### config.mk
export PLATFORM = sky130hd
export DESIGN_NAME = can_eof_tx_flat
export DESIGN_NICKNAME = d
export VERILOG_FILES = /design/src/rtl/can_pkg.sv /design/src/rtl/can_eof_tx_if.sv /design/src/rtl/can_eof_tx.sv /design/src/flat_wrapper.sv
export SDC_FILE = /design/constraint.sdc
export NUM_CORES = 1
export LEC_CHECK = 0
export ABC_AREA = 1
export BUFFER_PORTS_ARGS = -buffer_cell sky130_fd_sc_hd__buf_4
export CAP_MARGIN = 40
export CORE_ASPECT_RATIO = 1.5
export CORE_MARGIN = 8
export CORE_UTILIZATION = 46
export DETAILED_ROUTE_END_ITERATION = 12
export HOLD_SLACK_MARGIN = 0.12
export SLEW_MARGIN = 20
export SYNTH_ARGS = -nofsm -noshare
export SYNTH_HDL_FRONTEND = slang
export SYNTH_SLANG_ARGS = --single-unit
### constraint.sdc
create_clock -name SP -period 2.08 [get_ports SP]
set_input_delay 0.208 -clock SP [delete_from_list [all_inputs] [get_ports SP]]
set_output_delay 0.208 -clock SP [all_outputs]
set_load 0.005 [all_outputs]
### src/rtl/can_pkg.sv
// Shared CAN error/overload frame constants and state encoding.
// The receive-side detector imports the same lengths.
package can_pkg;

  typedef enum logic [1:0] {IDLE, FLAG, WAIT, DELIM} eof_tx_state_t;

  localparam int unsigned FLAG_LEN       = 6;
  localparam int unsigned DELIM_LEN      = 8;
  localparam int unsigned SUPERPOS_LIMIT = 14;
  localparam int unsigned SUPERPOS_STEP  = 8;

  localparam logic [4:0] CNT_FLAG_LAST  = 5'(FLAG_LEN - 1);
  localparam logic [4:0] CNT_DELIM_LAST = 5'(DELIM_LEN - 1);
  localparam logic [4:0] DOM_FIRST      = 5'(SUPERPOS_LIMIT);
  localparam logic [4:0] DOM_LAST       = 5'(SUPERPOS_LIMIT + SUPERPOS_STEP - 1);

  function automatic logic [4:0] sat_inc5(input logic [4:0] v);
    return (v == 5'd31) ? v : v + 5'd1;
  endfunction

endpackage

### src/rtl/can_eof_tx_if.sv
// Controller/bus signals of the CAN error/overload frame transmitter.
interface can_eof_tx_if;
  logic RX;
  logic start_err;
  logic start_ovld;
  logic err_passive;
  logic TX;
  logic busy;
  logic frame_ovld;
  logic done;
  logic bit_err;
  logic superpos_err;

  modport master (
    output RX, start_err, start_ovld, err_passive,
    input  TX, busy, frame_ovld, done, bit_err, superpos_err
  );

  modport slave (
    input  RX, start_err, start_ovld, err_passive,
    output TX, busy, frame_ovld, done, bit_err, superpos_err
  );
endinterface

### src/rtl/can_eof_tx.sv
// CAN error/overload frame transmitter: flag, superposition wait, delimiter.
// Passive flag support is built only when CAN_EOF_TX_PASSIVE_EN is defined.
module can_eof_tx
  import can_pkg::*;
(
  input logic         SP,
  input logic         reset,
  can_eof_tx_if.slave bus
);

  eof_tx_state_t r_state, w_state_nxt;
  logic [4:0]    r_cnt, w_cnt_nxt;
  logic [4:0]    r_dom_cnt, w_dom_nxt;
  logic          r_passive, w_passive_nxt;
  logic          r_last_rx, w_last_rx_nxt;
  logic          r_tx, w_tx_nxt;
  logic          r_frame_ovld, w_ovld_nxt;
  logic          r_done, w_done_nxt;
  logic          r_bit_err, w_bit_err_nxt;
  logic          r_superpos_err, w_sp_err_nxt;
  logic          w_flag_start, w_flag_ovld;
  logic          w_passive_in;

`ifdef CAN_EOF_TX_PASSIVE_EN
  assign w_passive_in = bus.err_passive;
`else
  // Port kept for integration; every flag is active in this build.
  assign w_passive_in = 1'b0 & bus.err_passive;
`endif

  always_ff @(posedge SP or posedge reset) begin
    if (reset) begin
      r_state        <= IDLE;
      r_cnt          <= '0;
      r_dom_cnt      <= '0;
      r_passive      <= 1'b0;
      r_last_rx      <= 1'b1;
      r_tx           <= 1'b1;
      r_frame_ovld   <= 1'b0;
      r_done         <= 1'b0;
      r_bit_err      <= 1'b0;
      r_superpos_err <= 1'b0;
    end else begin
      r_state        <= w_state_nxt;
      r_cnt          <= w_cnt_nxt;
      r_dom_cnt      <= w_dom_nxt;
      r_passive      <= w_passive_nxt;
      r_last_rx      <= w_last_rx_nxt;
      r_tx           <= w_tx_nxt;
      r_frame_ovld   <= w_ovld_nxt;
      r_done         <= w_done_nxt;
      r_bit_err      <= w_bit_err_nxt;
      r_superpos_err <= w_sp_err_nxt;
    end
  end

  always_comb begin
    w_state_nxt   = r_state;
    w_cnt_nxt     = r_cnt;
    w_dom_nxt     = r_dom_cnt;
    w_passive_nxt = r_passive;
    w_last_rx_nxt = r_last_rx;
    w_ovld_nxt    = r_frame_ovld;
    w_done_nxt    = 1'b0;
    w_bit_err_nxt = 1'b0;
    w_sp_err_nxt  = 1'b0;
    w_flag_start  = 1'b0;
    w_flag_ovld   = 1'b0;
    w_tx_nxt      = 1'b1;

    case (r_state)
      IDLE: begin
        if (bus.start_err) begin
          w_flag_start = 1'b1;
        end else if (bus.start_ovld) begin
          w_flag_start = 1'b1;
          w_flag_ovld  = 1'b1;
        end
      end
      FLAG: begin
        if (!r_passive) begin
          if (r_cnt == CNT_FLAG_LAST) w_state_nxt = WAIT;
          else                        w_cnt_nxt   = sat_inc5(r_cnt);
        end else begin
          // Passive flag ends on six equal consecutive bus samples.
          w_last_rx_nxt = bus.RX;
          if (r_cnt == 5'd0 || bus.RX != r_last_rx) w_cnt_nxt   = 5'd1;
          else if (r_cnt == CNT_FLAG_LAST)          w_state_nxt = WAIT;
          else                                      w_cnt_nxt   = sat_inc5(r_cnt);
        end
      end
      WAIT: begin
        if (bus.RX) begin
          w_state_nxt = DELIM;
          w_cnt_nxt   = 5'd1;
        end else begin
          w_dom_nxt    = (r_dom_cnt == DOM_LAST) ? DOM_FIRST : r_dom_cnt + 5'd1;
          w_sp_err_nxt = (w_dom_nxt == DOM_FIRST);
        end
      end
      DELIM: begin
        if (bus.RX) begin
          if (r_cnt == CNT_DELIM_LAST) begin
            w_state_nxt = IDLE;
            w_done_nxt  = 1'b1;
          end else begin
            w_cnt_nxt = sat_inc5(r_cnt);
          end
        end else begin
          w_flag_start = 1'b1;
          if (r_cnt == CNT_DELIM_LAST) w_flag_ovld   = 1'b1;
          else                         w_bit_err_nxt = 1'b1;
        end
      end
      default: w_state_nxt = IDLE;
    endcase

    if (w_flag_start) begin
      w_state_nxt   = FLAG;
      w_cnt_nxt     = 5'd0;
      w_dom_nxt     = 5'd0;
      w_ovld_nxt    = w_flag_ovld;
      w_passive_nxt = w_passive_in;
    end

    w_tx_nxt = !((w_state_nxt == FLAG) && !w_passive_nxt);
  end

  assign bus.TX           = r_tx;
  assign bus.busy         = (r_state != IDLE);
  assign bus.frame_ovld   = r_frame_ovld;
  assign bus.done         = r_done;
  assign bus.bit_err      = r_bit_err;
  assign bus.superpos_err = r_superpos_err;

endmodule

### src/flat_wrapper.sv
// flat-port wrapper written by rule: the top's interface ports become plain ports
module can_eof_tx_flat import can_pkg::*;
  (SP, reset, bus_RX, bus_start_err, bus_start_ovld, bus_err_passive, bus_TX, bus_busy, bus_frame_ovld, bus_done, bus_bit_err, bus_superpos_err);
  can_eof_tx_if bus_i ();
  input logic SP;
  input logic reset;
  input wire logic [$bits(bus_i.RX)-1:0] bus_RX;
  input wire logic [$bits(bus_i.start_err)-1:0] bus_start_err;
  input wire logic [$bits(bus_i.start_ovld)-1:0] bus_start_ovld;
  input wire logic [$bits(bus_i.err_passive)-1:0] bus_err_passive;
  output wire logic [$bits(bus_i.TX)-1:0] bus_TX;
  output wire logic [$bits(bus_i.busy)-1:0] bus_busy;
  output wire logic [$bits(bus_i.frame_ovld)-1:0] bus_frame_ovld;
  output wire logic [$bits(bus_i.done)-1:0] bus_done;
  output wire logic [$bits(bus_i.bit_err)-1:0] bus_bit_err;
  output wire logic [$bits(bus_i.superpos_err)-1:0] bus_superpos_err;
  assign bus_i.RX = bus_RX;
  assign bus_i.start_err = bus_start_err;
  assign bus_i.start_ovld = bus_start_ovld;
  assign bus_i.err_passive = bus_err_passive;
  assign bus_TX = bus_i.TX;
  assign bus_busy = bus_i.busy;
  assign bus_frame_ovld = bus_i.frame_ovld;
  assign bus_done = bus_i.done;
  assign bus_bit_err = bus_i.bit_err;
  assign bus_superpos_err = bus_i.superpos_err;
  can_eof_tx u_core (.SP(SP), .reset(reset), .bus(bus_i));
endmodule
==> out/results.ini, run 1 <==
[status]
status = completed

[timing]
relSlewSlack = 0.510
hold_violations = 0
finalCritPeriodShare = 0.833
finalSetupViolations = 0
max_freq_mhz = 577
fin_crit_ps = 1730
whs_ps = 225
tightest_slew_ps = 734
tns_ps = 0
drv_slew = 0
skew_ps = 6.03
rsz0062_at_grt = false

[detailed_routing]
vias_per_cell = 4.86
wl_per_cell_um = 12.0
drc = 0
routed_wl_mm = 2.73
drt_iter0_markers = 19
dr.pass1.iters = 4
vias = 1103
ant_nets = 0

[cells_and_area]
regArea_um2 = 478
num-fill-cells = 281
drive_gt1_frac = 0.137
multi_input_area_um2 = 648
reg.largest.list = u_core.r_cnt x5, u_core.r_dom_cnt x5, u_core.r_state x2
syn2layout_area_growth_pct = 13.7
diodes = 0
final_cell_area_um2 = 1430
final_nets = 207

[synth]
ys_seq_elements = 19
yosys_warnings = 0
syn_nets = 191
synth_compound_area_frac = 0.107
synth_adder_area_share = 0.0992
synth-xor-area-share = 0.00694
synth_cells = 175
synth_top_flop_cell = dfrtp_1
async_flop_share = 1.00
synth_simple_gate_area_frac = 0.301
synth_edf_count = 0
yosysUniqueCellTypes = 23
synth_top_family_by_area = simple AND/OR/NAND/NOR gates
avgSynthCellArea_um2 = 7.21
yosysSeqAreaShare = 0.379
synthMuxAreaShare = 0
synth_area_um2 = 1260

[critical_path]
r2r_slack_ps = 350
path_cells = ha_1 -> nand2_4 -> nand3_1 -> nand2_1 -> nand2_2 -> nand3_1 -> nand2_1 -> nor2_1 -> nor2_1
worst-path-max-fanout = 9
worst-endpoint-arrival_ps = 1890
crit_buf_inv = 0
crit_family = simple AND/OR/NAND/NOR gates
rr_startpoint = u_core.r_state[0]
rr_worst_depth = 9
critPathCaptureType = register
regToRegEndpoint = u_core.r_cnt[3]
cpPeakStageDelay_ps = 400
path_class = reg -> reg
cp_slowest_cell = dfrtp_1
critPathLaunchType = register
crit_required_ps = 2230

[grt]
antenna_found_initial = 0
grt-ovfl-total = 0
track_usage = 0.131
grt_first_pass_wirelength_mm = 4.73
grt_max_degree = 20
grt_pass1_vias = 1159

[cts]
clkSinkCount = 19
clkTransAtPathRegs_ps = 70
cts_buffer_depth = 2
cts-root-buf = clkbuf_8
clk_latency_ps = 270
ctsHtreeMaxLevel = 1
cts_buffers = 3
cts_tree = built
post_cts_resized = 0

[pwr]
p_leak_nw = 0.815
ir_drop_mv = 0.582
power_density_nw_per_um2 = 1270

[floorplanning]
coreArea_um2 = 2650
rows = 23
dieArea_um2 = 4710
die_x_um = 58.8
io_pins = 12
initial_utilization = 0.476
die_height_um = 80.1

[worst_hold_path]
hold_path_class = in -> reg
hold_end = u_core.bus.frame_ovld
whs_path_depth = 4
min_from = bus_start_err

[placement]
place_area_um2 = 1380
dp_hpwl_mm = 2.20
gp_congestion = 0.867
io_buffer_count = 10

[run]
cap_violations = 0

[worst max path at each step]
stage	from	end	slack, ps	depth (start not counted)
after detailed placement	u_core.r_state[1]	u_core.r_cnt[3]	350	9
after CTS	u_core.r_state[1]	u_core.r_cnt[3]	340	9
final	u_core.r_state[0]	u_core.r_cnt[3]	350	9
after global routing	u_core.r_state[0]	u_core.r_cnt[1]	200	11
after global placement	u_core.r_state[0]	u_core.r_cnt[3]	370	9
after floorplan	u_core.r_state[0]	u_core.r_cnt[1]	560	10
[report_power, final]
group          switching [mW]  internal (mW)
Clock                   0.131          0.137
Sequential             0.0788          0.480
Combinational           0.617          0.378
[cells in the mapped netlist, types with 2 or more instances]
cell type   n  area (µm²)
nand3_1    11        55.1
nand4_1     2        12.5
dfrtp_1    17         425
ha_1       10         125
dfstp_2     2        52.6
nand2_1    43         161
nor3_1      4        20.0
a21oi_1    13        65.1
nand2_2     4        25.0
o21ai_0    10        50.1
inv_2       3        11.3
nor2_1     18        67.6
inv_1      28         105
[area by class of cell]
class                      count  area share
inverter                      31      0.0812
clock buffer                   4      0.0314
timing repair buffer          13      0.0698
tap                           37      0.0323
multi-input combinational    123       0.452
sequential                    19       0.333
[cell usage in the layout (no fill, tap or decap)]
cell type,Yosys,final
a21oi_1,13,13
dfrtp_1,17,17
dfstp_2,2,2
a31oi_1,1,1
clkbuf_8,0,3
xor2_1,1,1
o21ai_0,10,10
nor4b_1,1,1
clkbuf_1,0,1
inv_2,3,3
nand2_4,1,1
nor3b_1,1,1
nor2_1,18,18
a21o_1,1,1
nand2_2,4,4
nor3_1,4,4
inv_1,28,28
o22ai_1,1,1
nand3_1,11,11
nand3_2,1,1
buf_4,1,12
dlygate4sd3_1,0,1
nand4_1,2,2
ha_1,10,10
nand2_1,43,43
[routing by layer]
layer	vias up	wire [µm]	global-route usage
li1	582	-	-
met1	510	1050	0.114
met2	6	1580	0.271
met3	5	50	0.0208
met4	0	55	0.0577
met5	-	0	0
[metrics by stage]
| step | utilization | worst slack [ps] | std cells | power [mW] |
|---|---|---|---|---|
| finish | 0.542 | 347 | 227 | 1.82 |
| global placement | 0.521 | 370 | 222 | 1.54 |
| global route | 0.542 | 201 | 227 | 2.02 |
| floorplan | - | 562 | 175 | 1.32 |
| CTS | 0.542 | 341 | 227 | 1.84 |
| detailed placement | 0.521 | 352 | 222 | 1.57 |
[worst register-to-register path: cells and delay by family, from the launching register on]
| family | cells | cell delay [ps] |
|---|---|---|
| AND/OR/NAND/NOR | 8 | 910 |
| adder cells (fa/ha/maj) | 1 | 320 |
| flip-flops | 1 | 400 |
[cells by family (layout without fill, tap and decap cells)]
family | after synthesis | in the layout
AND/OR/NAND/NOR | 86 | 86
buffers and inverters | 33 | 48
flip-flops | 19 | 19
adder cells (fa/ha/maj) | 10 | 10
AO/OA/AOI/OAI | 26 | 26
XOR/XNOR | 1 | 1
[timing repair]
| item | in CTS | in global routing |
|---|---|---|
| setup buffers | 0 | 0 |
| hold buffers | 1 | 0 |
| hold endpoints to repair | 17 | 0 |
| endpoints found under the setup margin | 0 | 0 |
No activity file was read; power rests on OpenSTA's default activity.
==> run 2: changes to the inputs <==
Settings changed: ABC_AREA 1 to 0, PLACE_DENSITY set to 0.66.
Clock period 2.08 ns to 1.5 ns, I/O delays scaled along.
==> out/results.ini, run 2 <==
[critical_path]
worst-path-max-fanout = 5  ; was 9
crit_required_ps = 1670  ; was 2230 ps
worst-endpoint-arrival_ps = 1890  ; about the same
path_class = reg -> reg  ; unchanged
critPathLaunchType = register  ; unchanged
cpPeakStageDelay_ps = 430  ; was 400 ps
cp_slowest_cell = dfrtp_1  ; unchanged
setup.worst_path.start = u_core.r_cnt[0]  ; was u_core.r_state[0]
critPathCaptureType = register  ; unchanged
path_cells = buf_6 -> ha_4 -> and4bb_4 -> buf_4 -> a31oi_4 -> nor4_1 -> o2bb2ai_1  ; was ha_1 -> nand2_4 -> nand3_1 -> nand2_1 -> nand2_2 -> nand3_1 -> nand2_1 -> nor2_1 -> nor2_1
crit_family = simple AND/OR/NAND/NOR gates  ; unchanged
crit_buf_inv = 2  ; was 0
rr_startpoint = u_core.r_cnt[0]  ; was u_core.r_state[0]

[run]
cap_violations = 0  ; unchanged

[synth]
synth_top_flop_cell = dfrtp_1  ; unchanged
async_flop_share = 1.00  ; unchanged
syn_nets = 162  ; was 191
yosysSeqAreaShare = 0.329  ; was 0.379
synth_cells = 146  ; was 175
synth_top_cell_area_share = 0.293  ; was 0.337
post-synth-top-count-cell = dfrtp_1  ; was nand2_1
synth_edf_count = 0  ; unchanged
yosysTopAreaCell = dfrtp_1  ; unchanged
ys_seq_elements = 19  ; unchanged
avgSynthCellArea_um2 = 9.96  ; was 7.21 µm²
yosys_warnings = 0  ; unchanged
yosysUniqueCellTypes = 59  ; was 23
synth_common_cells = dfrtp_1 (17), nor2_1 (13), inv_1 (11)  ; was nand2_1 (43), inv_1 (28), nor2_1 (18)
synth.area.top_cells = dfrtp_1 (29%), ha_1 (8.6%), dfstp_2 (3.6%), nor2_1 (3.4%), inv_1 (2.8%)  ; was dfrtp_1 (34%), nand2_1 (13%), ha_1 (9.9%), inv_1 (8.3%), nor2_1 (5.4%)
synth_area_um2 = 1450  ; was 1260 µm²

[cells_and_area]
diodes = 0  ; unchanged
final_cell_area_um2 = 2090  ; was 1430 µm²
reg.largest.list = u_core.r_cnt x5, u_core.r_dom_cnt x5, u_core.r_state x2  ; unchanged
final_common_cell = buf_4  ; was nand2_1
num-fill-cells = 229  ; was 281
mostFrequentLayoutCells = buf_4 (46), dfrtp_1 (15), nor2_1 (12)  ; was nand2_1 (43), inv_1 (28), nor2_1 (18)
drive_gt1_frac = 0.534  ; was 0.137
finalNonFillerCells = 233  ; was 227
multi_input_area_um2 = 1080  ; was 648 µm²
syn2layout_area_growth_pct = 43.9  ; was 13.7%
regArea_um2 = 480  ; was 478 µm²
final_nets = 210  ; was 207

[timing]
relSlewSlack = 0.749  ; was 0.510
finalSetupViolations = 9  ; was 0
tightest_slew_ps = 377  ; was 734 ps
max_freq_mhz = 584  ; was 577 MHz
layout_setup_ws_ps = -212  ; was 347 ps
drv_slew = 0  ; unchanged
hold_violations = 0  ; unchanged
finalCritPeriodShare = 1.14  ; was 0.833
skew_ps = 11.3  ; was 6.03 ps
fin_crit_ps = 1710  ; was 1730 ps
rsz0062_at_grt = true  ; was false
tns_ps = -1190  ; was 0 ps

[pwr]
ir_drop_mv = 0.988  ; was 0.582 mV
switching_share = 0.421  ; was 0.454
p_leak_nw = 0.887  ; was 0.815 nW
power.share.clock = 0.094  ; was 0.147
p_int_mw = 2.25  ; was 0.995 mW
p_switching_mw = 1.63  ; was 0.826 mW
power_density_nw_per_um2 = 1850  ; was 1270 nW/µm²
seqPwrFrac = 0.227  ; was 0.307
combinationalPowerShare = 0.679  ; was 0.546

[detailed_routing]
vias = 1333  ; was 1103
wl_per_cell_um = 17.4  ; was 12.0 µm
vias_per_cell = 5.72  ; was 4.86
routed_wl_mm = 4.06  ; was 2.73 mm
drc = 0  ; unchanged
dr.pass1.iters = 4  ; unchanged
ant_nets = 0  ; unchanged
drt_iter0_markers = 55  ; was 19

[cts]
ctsHtreeMaxLevel = 1  ; unchanged
clkSinkCount = 19  ; unchanged
cts_buffer_depth = 2  ; unchanged
cts_buffers = 3  ; unchanged
cts-root-buf = clkbuf_8  ; unchanged
cts_tree = built  ; unchanged
clk_latency_ps = 260  ; was 270 ps
clkTransAtPathRegs_ps = 80  ; was 70 ps

[floorplanning]
initial_utilization = 0.469  ; was 0.476
coreArea_um2 = 3100  ; was 2650 µm²
die_height_um = 84.9  ; was 80.1 µm
dieArea_um2 = 5250  ; was 4710 µm²
rows = 25  ; was 23
die_x_um = 61.9  ; was 58.8 µm
io_pins = 12  ; unchanged

[placement]
gp_congestion = 0.826  ; was 0.867
io_buffer_count = 10  ; unchanged
dp_hpwl_mm = 2.90  ; was 2.20 mm
pre_cts_slack_ps = -178  ; was 352 ps
dpl.cell_count = 219  ; was 222
place_area_um2 = 1790  ; was 1380 µm²

[grt]
grt_max_degree = 20  ; unchanged
grt_pass1_vias = 1438  ; was 1159
track_usage = 0.161  ; was 0.131
grt_first_pass_wirelength_mm = 6.47  ; was 4.73 mm
antenna_found_initial = 0  ; unchanged
grt-ovfl-total = 0  ; unchanged

[status]
status = complete, but fails checks  ; was completed
violations = setup timing

[worst_hold_path]
min_from = bus_start_err  ; unchanged
hold_path_class = in -> reg  ; unchanged

-- run 2: cell type report --
cell class | instances | share of cell area
inverter | 11 | 0.0221
multi-input combinational | 109 | 0.516
clock buffer | 3 | 0.0197
timing repair buffer | 50 | 0.186
clock inverter | 1 | 0.00239
tap | 40 | 0.0239
sequential | 19 | 0.230
-- run 2: worst paths after layout --
kind	to	slack, ps	cells after the start
max reg2reg	u_core.bus.TX	-210	7
min reg2reg	u_core.bus.frame_ovld	560	2
max in group asynchronous	u_core.bus.TX	750	4
min in group asynchronous	u_core.r_cnt[0]	470	4
max	u_core.bus.TX	-210	7
min	u_core.bus.frame_ovld	190	3
-- run 2: layer usage --
layer / share of wire / track usage
met1: 0.35 / 0.151
met2: 0.59 / 0.310
met3: 0.028 / 0.0272
met4: 0.032 / 0.0667
met5: 0 / 0
-- run 2: cells by family after synthesis --
kind of cell | count (synthesis) | share of synthesized area
AOI/OAI and AO/OA | 45 | 0.253
xor gates and xnor gates | 3 | 0.0232
adders and majority gates | 10 | 0.0861
buffers and inverters | 18 | 0.0671
DFF | 19 | 0.329
muxes | 2 | 0.0146
and+or+nand+nor | 49 | 0.227
-- run 2: worst register-to-register path: stages, from the launching register on --
cell,delay [ps]
dfrtp_1,430
buf_6,130
ha_4,120
and4bb_4,320
buf_4,150
a31oi_4,90
nor4_1,250
o2bb2ai_1,120
-- run 2: timing repair --
item | CTS | global route
pin swaps | 19 | 14
hold buffers | 1 | 0
endpoints found under the hold margin | 17 | 0
setup buffers | 5 | 4
setup endpoints to repair | 15 | 18
resized for setup | 23 | 17
-- run 2: power groups by stage --
stage	registers, mW	clock network (mW)	logic, mW
after global routing	0.901	0.389	2.85
final	0.879	0.366	2.63
after global placement	0.845	0	2.01
after floorplan	0.830	0	1.35
after detailed placement	0.860	0	2.07
after CTS	0.872	0.374	2.40
-- run 2: per-stage QoR --
stage	utilization	hold WS (ps)	power, mW
final	0.676	191	3.88
after floorplan	-	99.6	2.18
after global placement	0.578	195	2.86
after global routing	0.676	243	4.14
after CTS	0.644	192	3.65
after detailed placement	0.578	200	2.93
